File: src/rtl/seg7_disp_pkg.sv
// Shared types, constants and the round-robin pick function for the HEX display scheduler.
// Pure declarations; no state.
// Optional blink field is present when SEG7_DISP_BLINK_EN is defined.
package seg7_disp_pkg;

  // Active-low segments: all ones turns every segment off.
  localparam logic [6:0] SEG_BLANK = 7'h7F;

  // Widest requester vector the pick function handles.
  localparam int RR_MAX = 8;

  // One display slot as stored by the scheduler.
  typedef struct packed {
`ifdef SEG7_DISP_BLINK_EN
    logic       blink;
`endif
    logic       blank;
    logic [3:0] val;
  } slot_t;

`ifdef SEG7_DISP_BLINK_EN
  localparam slot_t SLOT_RST = '{blink: 1'b0, blank: 1'b1, val: 4'h0};
`else
  localparam slot_t SLOT_RST = '{blank: 1'b1, val: 4'h0};
`endif

  // Result of a round-robin search.
  typedef struct packed {
    logic       vld;
    logic [2:0] idx;
  } rr_pick_t;

  // First set bit of eligible at or above ptr, wrapping modulo n.
  function automatic rr_pick_t nxt_rr(input logic [2:0] ptr,
                                      input logic [RR_MAX-1:0] eligible,
                                      input int n);
    rr_pick_t r;
    int       cand;
    r = '{vld: 1'b0, idx: 3'd0};
    for (int k = 0; k < RR_MAX; k++) begin
      cand = (int'(ptr) + k) % n;
      if (k < n && !r.vld && eligible[cand[2:0]]) begin
        r.vld = 1'b1;
        r.idx = cand[2:0];
      end
    end
    return r;
  endfunction

endpackage

File: src/rtl/seg7_disp_sched_rr_arbiter.sv
// Round-robin arbiter: one-hot grant among eligible requesters, search starts at a registered pointer.
// Grant is combinational; the pointer advances past the winner at the next clk edge.
// Caller masks requesters that are still being acknowledged; no other backpressure.
module rr_arbiter
  import seg7_disp_pkg::*;
#(
  parameter int NREQ = 4
) (
  input  logic            clk,
  input  logic            reset,
  input  logic [NREQ-1:0] eligible,
  output logic [NREQ-1:0] grant,
  output logic            vld
);

  logic [2:0]        ptr;
  logic [RR_MAX-1:0] elig_ext;
  rr_pick_t          pick;

  // Widen the request vector and search from the pointer.
  always_comb begin
    elig_ext             = '0;
    elig_ext[NREQ-1:0]   = eligible;
    pick                 = nxt_rr(ptr, elig_ext, NREQ);
  end

  assign vld = pick.vld;

  // Decode the winner index to a one-hot grant.
  always_comb begin
    grant = '0;
    for (int i = 0; i < NREQ; i++) begin
      grant[i] = pick.vld && (pick.idx == 3'(i));
    end
  end

  // Pointer moves one past the winner; holds when nobody wins.
  always_ff @(posedge clk) begin
    if (!reset) begin
      ptr <= 3'd0;
    end else if (pick.vld) begin
      ptr <= 3'((int'(pick.idx) + 1) % NREQ);
    end
  end

endmodule

File: src/rtl/seg7x.sv
// Hex digit to active-low seven-segment pattern (bit 0 = segment a, bit 6 = segment g).
// Combinational, zero latency.
// No flow control.
module seg7x (
  input  logic [3:0] hex,
  output logic [6:0] seg
);

  // Standard hex glyph table, including lowercase b and d.
  always_comb begin
    seg = 7'h7F;
    case (hex)
      4'h0: seg = 7'h40;
      4'h1: seg = 7'h79;
      4'h2: seg = 7'h24;
      4'h3: seg = 7'h30;
      4'h4: seg = 7'h19;
      4'h5: seg = 7'h12;
      4'h6: seg = 7'h02;
      4'h7: seg = 7'h78;
      4'h8: seg = 7'h00;
      4'h9: seg = 7'h10;
      4'hA: seg = 7'h08;
      4'hB: seg = 7'h03;
      4'hC: seg = 7'h46;
      4'hD: seg = 7'h21;
      4'hE: seg = 7'h06;
      4'hF: seg = 7'h0E;
      default: seg = 7'h7F;
    endcase
  end

endmodule

File: src/rtl/seg7_disp_sched.sv
// Shared HEX display scheduler: arbitrated slot writes, one time-shared seg7x refreshing slots in turn.
// Ack one cycle after a request is eligible; a written value reaches leds within 1 + NSLOT*SCAN_DIV cycles.
// Requesters hold req until ack (one write per cycle); blink support under SEG7_DISP_BLINK_EN.
module seg7_disp_sched
  import seg7_disp_pkg::*;
#(
  parameter int NREQ      = 4,
  parameter int NSLOT     = 6,
  parameter int SCAN_DIV  = 4,
`ifdef SEG7_DISP_BLINK_EN
  parameter int BLINK_DIV = 16,
`endif
  localparam int SW       = (NSLOT > 1) ? $clog2(NSLOT) : 1
) (
  input  logic               clk,
  input  logic               reset,
  input  logic [NREQ-1:0]    req,
  input  logic [NREQ*SW-1:0] wr_slot,
  input  logic [NREQ*4-1:0]  wr_val,
  input  logic [NREQ-1:0]    wr_blank,
`ifdef SEG7_DISP_BLINK_EN
  input  logic [NREQ-1:0]    wr_blink,
`endif
  output logic [NREQ-1:0]    ack,
  output logic [NSLOT*7-1:0] leds,
  output logic [SW-1:0]      scan_slot,
  output logic               err
);

  localparam int DW = (SCAN_DIV > 1) ? $clog2(SCAN_DIV) : 1;

  // ------------------------------------------------------------------
  // Write port arbitration
  // ------------------------------------------------------------------
  logic [NREQ-1:0] eligible;
  logic [NREQ-1:0] grant;
  logic            win_vld;
  logic [SW-1:0]   win_slot;
  logic            win_in_range;
  slot_t           win_dat;

  // A requester in its ack cycle is masked so it cannot be granted twice for one write.
  assign eligible = req & ~ack;

  rr_arbiter #(
    .NREQ (NREQ)
  ) u_arb (
    .clk      (clk),
    .reset    (reset),
    .eligible (eligible),
    .grant    (grant),
    .vld      (win_vld)
  );

  // Steer the winning requester's fields onto a single write bus.
  always_comb begin
    win_slot = '0;
    win_dat  = SLOT_RST;
    for (int i = 0; i < NREQ; i++) begin
      if (grant[i]) begin
        win_slot      = wr_slot[i*SW +: SW];
        win_dat.val   = wr_val[i*4 +: 4];
        win_dat.blank = wr_blank[i];
`ifdef SEG7_DISP_BLINK_EN
        win_dat.blink = wr_blink[i];
`endif
      end
    end
    win_in_range = int'(win_slot) < NSLOT;
  end

  // Ack pulses for the granted requester; a write aimed past the last slot latches err.
  always_ff @(posedge clk) begin
    if (!reset) begin
      ack <= '0;
      err <= 1'b0;
    end else begin
      ack <= grant;
      if (win_vld && !win_in_range) begin
        err <= 1'b1;
      end
    end
  end

  // ------------------------------------------------------------------
  // Slot storage
  // ------------------------------------------------------------------
  slot_t slots [NSLOT];

  // Out-of-range writes match no slot and leave storage untouched.
  always_ff @(posedge clk) begin
    if (!reset) begin
      for (int k = 0; k < NSLOT; k++) begin
        slots[k] <= SLOT_RST;
      end
    end else if (win_vld && win_in_range) begin
      for (int k = 0; k < NSLOT; k++) begin
        if (win_slot == SW'(k)) begin
          slots[k] <= win_dat;
        end
      end
    end
  end

  // ------------------------------------------------------------------
  // Scan sequencer and shared decoder
  // ------------------------------------------------------------------
  logic [DW-1:0] div;
  logic          step;
  slot_t         cur;
  logic [6:0]    dec_seg;
  logic [6:0]    pattern;
  logic          dark;

  assign step = (div == DW'(SCAN_DIV - 1));

  // Pick the slot under refresh; reads pre-write contents so a same-cycle write shows next visit.
  always_comb begin
    cur = SLOT_RST;
    for (int k = 0; k < NSLOT; k++) begin
      if (scan_slot == SW'(k)) begin
        cur = slots[k];
      end
    end
  end

  seg7x u_dec (
    .hex (cur.val),
    .seg (dec_seg)
  );

`ifdef SEG7_DISP_BLINK_EN
  localparam int BW = (BLINK_DIV > 1) ? $clog2(BLINK_DIV) : 1;

  logic [BW-1:0] bcnt;
  logic          phase;

  // Blink phase flips after every BLINK_DIV completed scan steps.
  always_ff @(posedge clk) begin
    if (!reset) begin
      bcnt  <= '0;
      phase <= 1'b0;
    end else if (step) begin
      if (bcnt == BW'(BLINK_DIV - 1)) begin
        bcnt  <= '0;
        phase <= ~phase;
      end else begin
        bcnt  <= bcnt + BW'(1);
      end
    end
  end

  assign dark = cur.blank || (cur.blink && phase);
`else
  assign dark = cur.blank;
`endif

  assign pattern = dark ? SEG_BLANK : dec_seg;

  // Divider paces scan steps; on terminal count latch one slot's pattern and move on, wrapping without idle.
  always_ff @(posedge clk) begin
    if (!reset) begin
      div       <= '0;
      scan_slot <= '0;
      leds      <= '1;
    end else if (step) begin
      div <= '0;
      for (int k = 0; k < NSLOT; k++) begin
        if (scan_slot == SW'(k)) begin
          leds[k*7 +: 7] <= pattern;
        end
      end
      scan_slot <= (scan_slot == SW'(NSLOT - 1)) ? '0 : scan_slot + SW'(1);
    end else begin
      div <= div + DW'(1);
    end
  end

endmodule

File: config.mk
export PLATFORM = sky130hd
export DESIGN_NAME = seg7_disp_sched
export DESIGN_NICKNAME = d
export VERILOG_FILES = /design/src/rtl/seg7_disp_pkg.sv /design/src/rtl/seg7_disp_sched_rr_arbiter.sv /design/src/rtl/seg7x.sv /design/src/rtl/seg7_disp_sched.sv
export SDC_FILE = /design/constraint.sdc
export NUM_CORES = 1
export LEC_CHECK = 0
export CAP_MARGIN = 20
export CORE_UTILIZATION = 45
export CTS_CLUSTER_SIZE = 12
export DETAILED_ROUTE_END_ITERATION = 8
export DONT_BUFFER_PORTS = 1
export PLACE_DENSITY = 0.6
export REMOVE_ABC_BUFFERS = 1
export SLEW_MARGIN = 20
export SYNTH_ARGS = -nofsm -noshare
export SYNTH_HDL_FRONTEND = slang
export SYNTH_SLANG_ARGS = --single-unit
File: constraint.sdc
create_clock -name clk -period 4.81 [get_ports clk]
set_input_delay 1.2025 -clock clk [delete_from_list [all_inputs] [get_ports clk]]
set_output_delay 1.2025 -clock clk [all_outputs]
set_load 0.005 [all_outputs]
Word level (Yosys, flattened, before mapping)

Memories as Yosys holds them, arrays and structs flattened.
Index checks and enable logic that the tools add are counted.

Add/subtract/negate cells: 6
$lt $le $gt $ge: 5
Equality and inequality tests: 14
Mux-type cells: 59
Bitwise gates (word level): 12
Reduce and logical (&&, ||, !) cells: 26

Operator list:

| operator            | number |
|---|---|
| $mux 5              | 16 |
| $mux 1              | 29 |
| $eq 3x2->1 const B  | 6 |
| $mux 4              | 4 |
| $mux 3              | 5 |
| $eq 3x3->1 const B  | 4 |
| $lt 3x4->1 const B  | 3 |
| $reduce_and 2->1    | 6 |
| $bmux 1 s3          | 3 |
| $eq 3x1->1 const B  | 3 |
| $logic_and 1x1->1   | 9 |
| $logic_not 3->1     | 3 |
| $reduce_or 2->1     | 4 |
| $mux 7              | 1 |
| $add 2x1->2 const B | 3 |
| $or 1x1->1          | 6 |
| $add 2x2->2 const B | 2 |
| $and 4x4->4         | 1 |
| $logic_not 1->1     | 4 |
| $lt 2x4->1 const B  | 1 |
| $not 4->4           | 1 |
| $add 3x1->3 const B | 1 |
| $and 1x1->1 const A | 3 |
| $lt 3x3->1 const B  | 1 |
| other kinds (3)     | 3 |

Register bits: 54
Bits in writable memories: 30
ROM bits: 112
Input port bits: 38
Output and inout bits: 50
Word-level logic and storage cells: 135
Memories kept: 2

Memories:

| name            | depth | bits a word | read ports | clocked after memory_dff | write ports | RTL line              | source |
|---|---|---|---|---|---|---|---|
| (no name shown) | 16    | 7           | 1          | 0                        | 0           | seg7x.sv:12           | `case (hex)` |
| slots           | 6     | 5           | 6          | 0                        | 6           | seg7_disp_sched.sv:88 | `slot_t slots [NSLOT];` |

Longest topological paths before layout

Word-level depth: 26
Depth in mapped cells: 15
Mapped depth without buffers: 13

By module

A second synthesis with hierarchy kept.

Cells, all modules: 417
Area total of the unflattened synthesis: 4282.9 um^2

Modules (own cells, without submodules):

| module          | times used | cells an instance | area an instance (um^2) | seq. area each (um^2) |
|---|---|---|---|---|
| seg7_disp_sched | 1          | 351               | 3727.3                  | 1941.9 |
| rr_arbiter      | 1          | 34                | 280.3                   | 40.0 |
| seg7x           | 1          | 32                | 275.3                   | 0.0 |

Least setup slack after synthesis

No wires, ideal clock.

Kind: input -> register
From: input port req[2]
To: memory slots[1][0] in the netlist's numbering, enable pin
Library setup time: 0.374 ns
Data arrival time: 3.591 ns
Data required time: 4.436 ns
Slack: 0.846 ns
Stages on the path: 11
Buffers on the path: 1
Path through: nor2b_1 nor4_2 nor2_1 inv_1 ha_1 clkbuf_1 nand3b_1 a311o_1 a21oi_2 nand2_1 o21ai_0

RTL lines:

| item        | RTL line              | source |
|---|---|---|
| from (decl) | seg7_disp_sched.sv:17 | `input logic [NREQ-1:0] req,` |
| to (decl)   | seg7_disp_sched.sv:88 |  |

==> results.md <==
- Status: finished with violations
- Failing checks: design-rule violations
- Total track usage: 0.209
- Layout cells sized above 1: 0.117
- Design Area, Final: between 4000 and 5000 µm²
- Pre-Repair DR Iteration Count: 6
- Worst-Skew Late Latency: 360 ps
- CTS Buf Count: 9
- Initial DRC count: just over 80
- Most frequent cell after synthesis: dfxtp_1
- Sum Neg Setup Slack: 0 ps
- Number of routed nets with antenna violations: 0
- Maximum vdd drop: around 0.36 mV
- Longest Clk Path Bufs: 2
- Hold Crit Class: register to register
- Leakage: between 0.001 and 0.0015 µW
- Leading area contributor after synthesis: dfxtp_1
- Slowest Stage Delay on Critical Path: 660 ps
- First-pass GRT wire length: 15.8 mm
- Via count: between 3000 and 4000
- Cells after Synth: 436
- PwrDens: between 500 and 600 nW/µm²
- H-tree depth: 3
- CORE AREA: 8850 µm²
- CP arrival: slightly below 4000 ps
- Standard-cell row count: 34
- Max-cap violations: 0
- Cell Area, Synth: between 4000 and 5000 µm²
- Minimum clock period: 3920 ps
- Clk sinks: between 80 and 90
- Period utilization: 0.816
- Fin nets: between 400 and 500
- Height of the die: slightly below 100 µm
- Crit path max-delay family: compound AO/OA/AOI/OAI gates
- Post-CTS resize count: 0
- Max_slew headroom: 0.367
- Root Buffer: clkbuf_8
- RD Place Congestion: roughly 0.79
- CTS tree: built
- Worst EP required: approximately 4800 ps
- Largest net degree at the start of global routing: 48
- Clock slew at reported path FFs: about 70 ps
- Startpoint Class: input pin
- Setup violators final: 0
- Area contributors post-synth: dfxtp_1 (26%), edfxtp_1 (22%), nor2_1 (4.7%), nand2_1 (4.0%), ha_1 (3.6%)
- Grt ovf: 0
- DP HPWL: approximately 7.1 mm
- FFs w/ async S/R, synth: 0
- Worst slew pin tran: 942 ps
- DRC: 5
- Post-layout power: 2390 µW
- Antenna Diode Count: 0
- F_max: 0.255 GHz
- WL final: 9.63 mm
- WHS: ~430 ps
- CP endpoint kind: register
- Crit-path max FO: 14
- Area grow syn2layout: 6.61%
- Avg WL per Cell: between 15 and 20 µm
- Initial antenna violation count: 0
- RSZ-0062 raised after global routing: no
- Final Hold Viols: 0
- Top Ports: 88
- Yosys top cell area share: 0.259
- Starting Density: 0.473
- Post-synth cell types: 61
- Syn Area/Cell: 9.59 µm²
- Most common library cells after synthesis: dfxtp_1 (54), nor2_1 (52), nand2_1 (45)
- Register area share after synthesis: 0.474
- CP Class: input pin to register
- # Post-CTS Setup Buffers: 0
- Vias in the first global route: ~3100
- Critical Path, Cell by Cell: nor2b_1 -> a22oi_1 -> o221ai_1 -> nor2_1 -> inv_1 -> ha_1 -> nor2b_1 -> a311oi_1 -> o21ai_1 -> nand2b_1 -> o31ai_1
- Max Slew Vio Count: 0
- Port Buf Inserts: 0
- Yosys reg bits: between 80 and 90
- Worst Skew: about 15 ps
- Bufs and invs on worst path: 1
- Die area: 9680 µm²
- CP max-delay cell: o31ai_1
- CP most frequent cell: nor2b_1
- Post-synth EDFFs: 30
- Ys flop type: dfxtp_1
- Via density: around 6
- Layout Utilization: 0.504
- Die width: between 90 and 100 µm
- CTS Hold Bufs: 0
- Synth warn: 0
- Dpl cell area: roughly 4300 µm²
## report_power, final
part | switching [µW] | internal [µW]
Sequential | 44.8 | 866
Combinational | 641 | 325
Clock | 259 | 258
## state kept, by name, summed over array words and instances, names as in the netlist
signal and cells:
leds 42, slots 30, ack 4, scan_slot 3
div 2, u_arb.ptr 2, err 1
## area by class of cell
type,count,area (µm²)
multi-input combinational,316,2040
timing repair buffer,7,52.6
clock buffer,10,138
sequential,84,1980
inverter,12,45.0
fill,874,4390
tap,108,135
clock inverter,6,67.6
## layout by cell type (no fill, tap or decap), types with 3 or more instances in the layout
master / count
o21ai_1: 3
a31oi_1: 18
o31a_1: 5
mux2_2: 4
nand2b_1: 16
nand4_1: 4
a21oi_1: 15
and3_1: 3
and2_1: 4
clkbuf_8: 10
o32a_2: 3
o32a_1: 5
inv_1: 12
o22a_1: 10
mux2i_1: 5
nor2_1: 52
nand3b_1: 14
nor3_1: 10
or2_2: 7
nor3b_1: 10
nor2b_1: 12
nand3_1: 3
ha_1: 12
o21a_1: 4
nand2_1: 45
o21ai_0: 12
edfxtp_1: 30
dfxtp_1: 54
buf_4: 7
## layer usage
layer / vias to the layer above / track usage / share of wire
li1: 1574 / - / -
met1: 1507 / 0.255 / 0.43
met2: 100 / 0.360 / 0.49
met3: 13 / 0.0523 / 0.062
met4: 0 / 0.0735 / 0.018
met5: - / 0 / 0
## worst paths after layout
kind	start	end	slack [ps]	cells after the start
hold / removal	div[0]	div[0]	430	1
setup / recovery	req[2]	slots[4][2]	890	11
hold reg to reg	div[0]	div[0]	430	1
setup reg to reg	ack[2]	slots[4][2]	1390	11
## metrics by stage
stage | cells | worst slack, ps
2_1_floorplan | 412 | 864
3_5_place_dp | 527 | 568
4_1_cts | 543 | 936
5_1_grt | 543 | 596
6_report | 543 | 887
3_3_place_gp | 527 | 770
## kinds of logic after synthesis
| kind of cell | after synthesis | share of synthesized area |
|---|---|---|
| adders and majority gates | 12 | 0.0359 |
| muxes | 10 | 0.0263 |
| DFF | 84 | 0.474 |
| and+or+nand+nor | 189 | 0.232 |
| AOI/OAI and AO/OA | 104 | 0.192 |
| xor gates and xnor gates | 1 | 0.00209 |
| buffers and inverters | 36 | 0.0386 |
(Power assumes the default switching activity.)
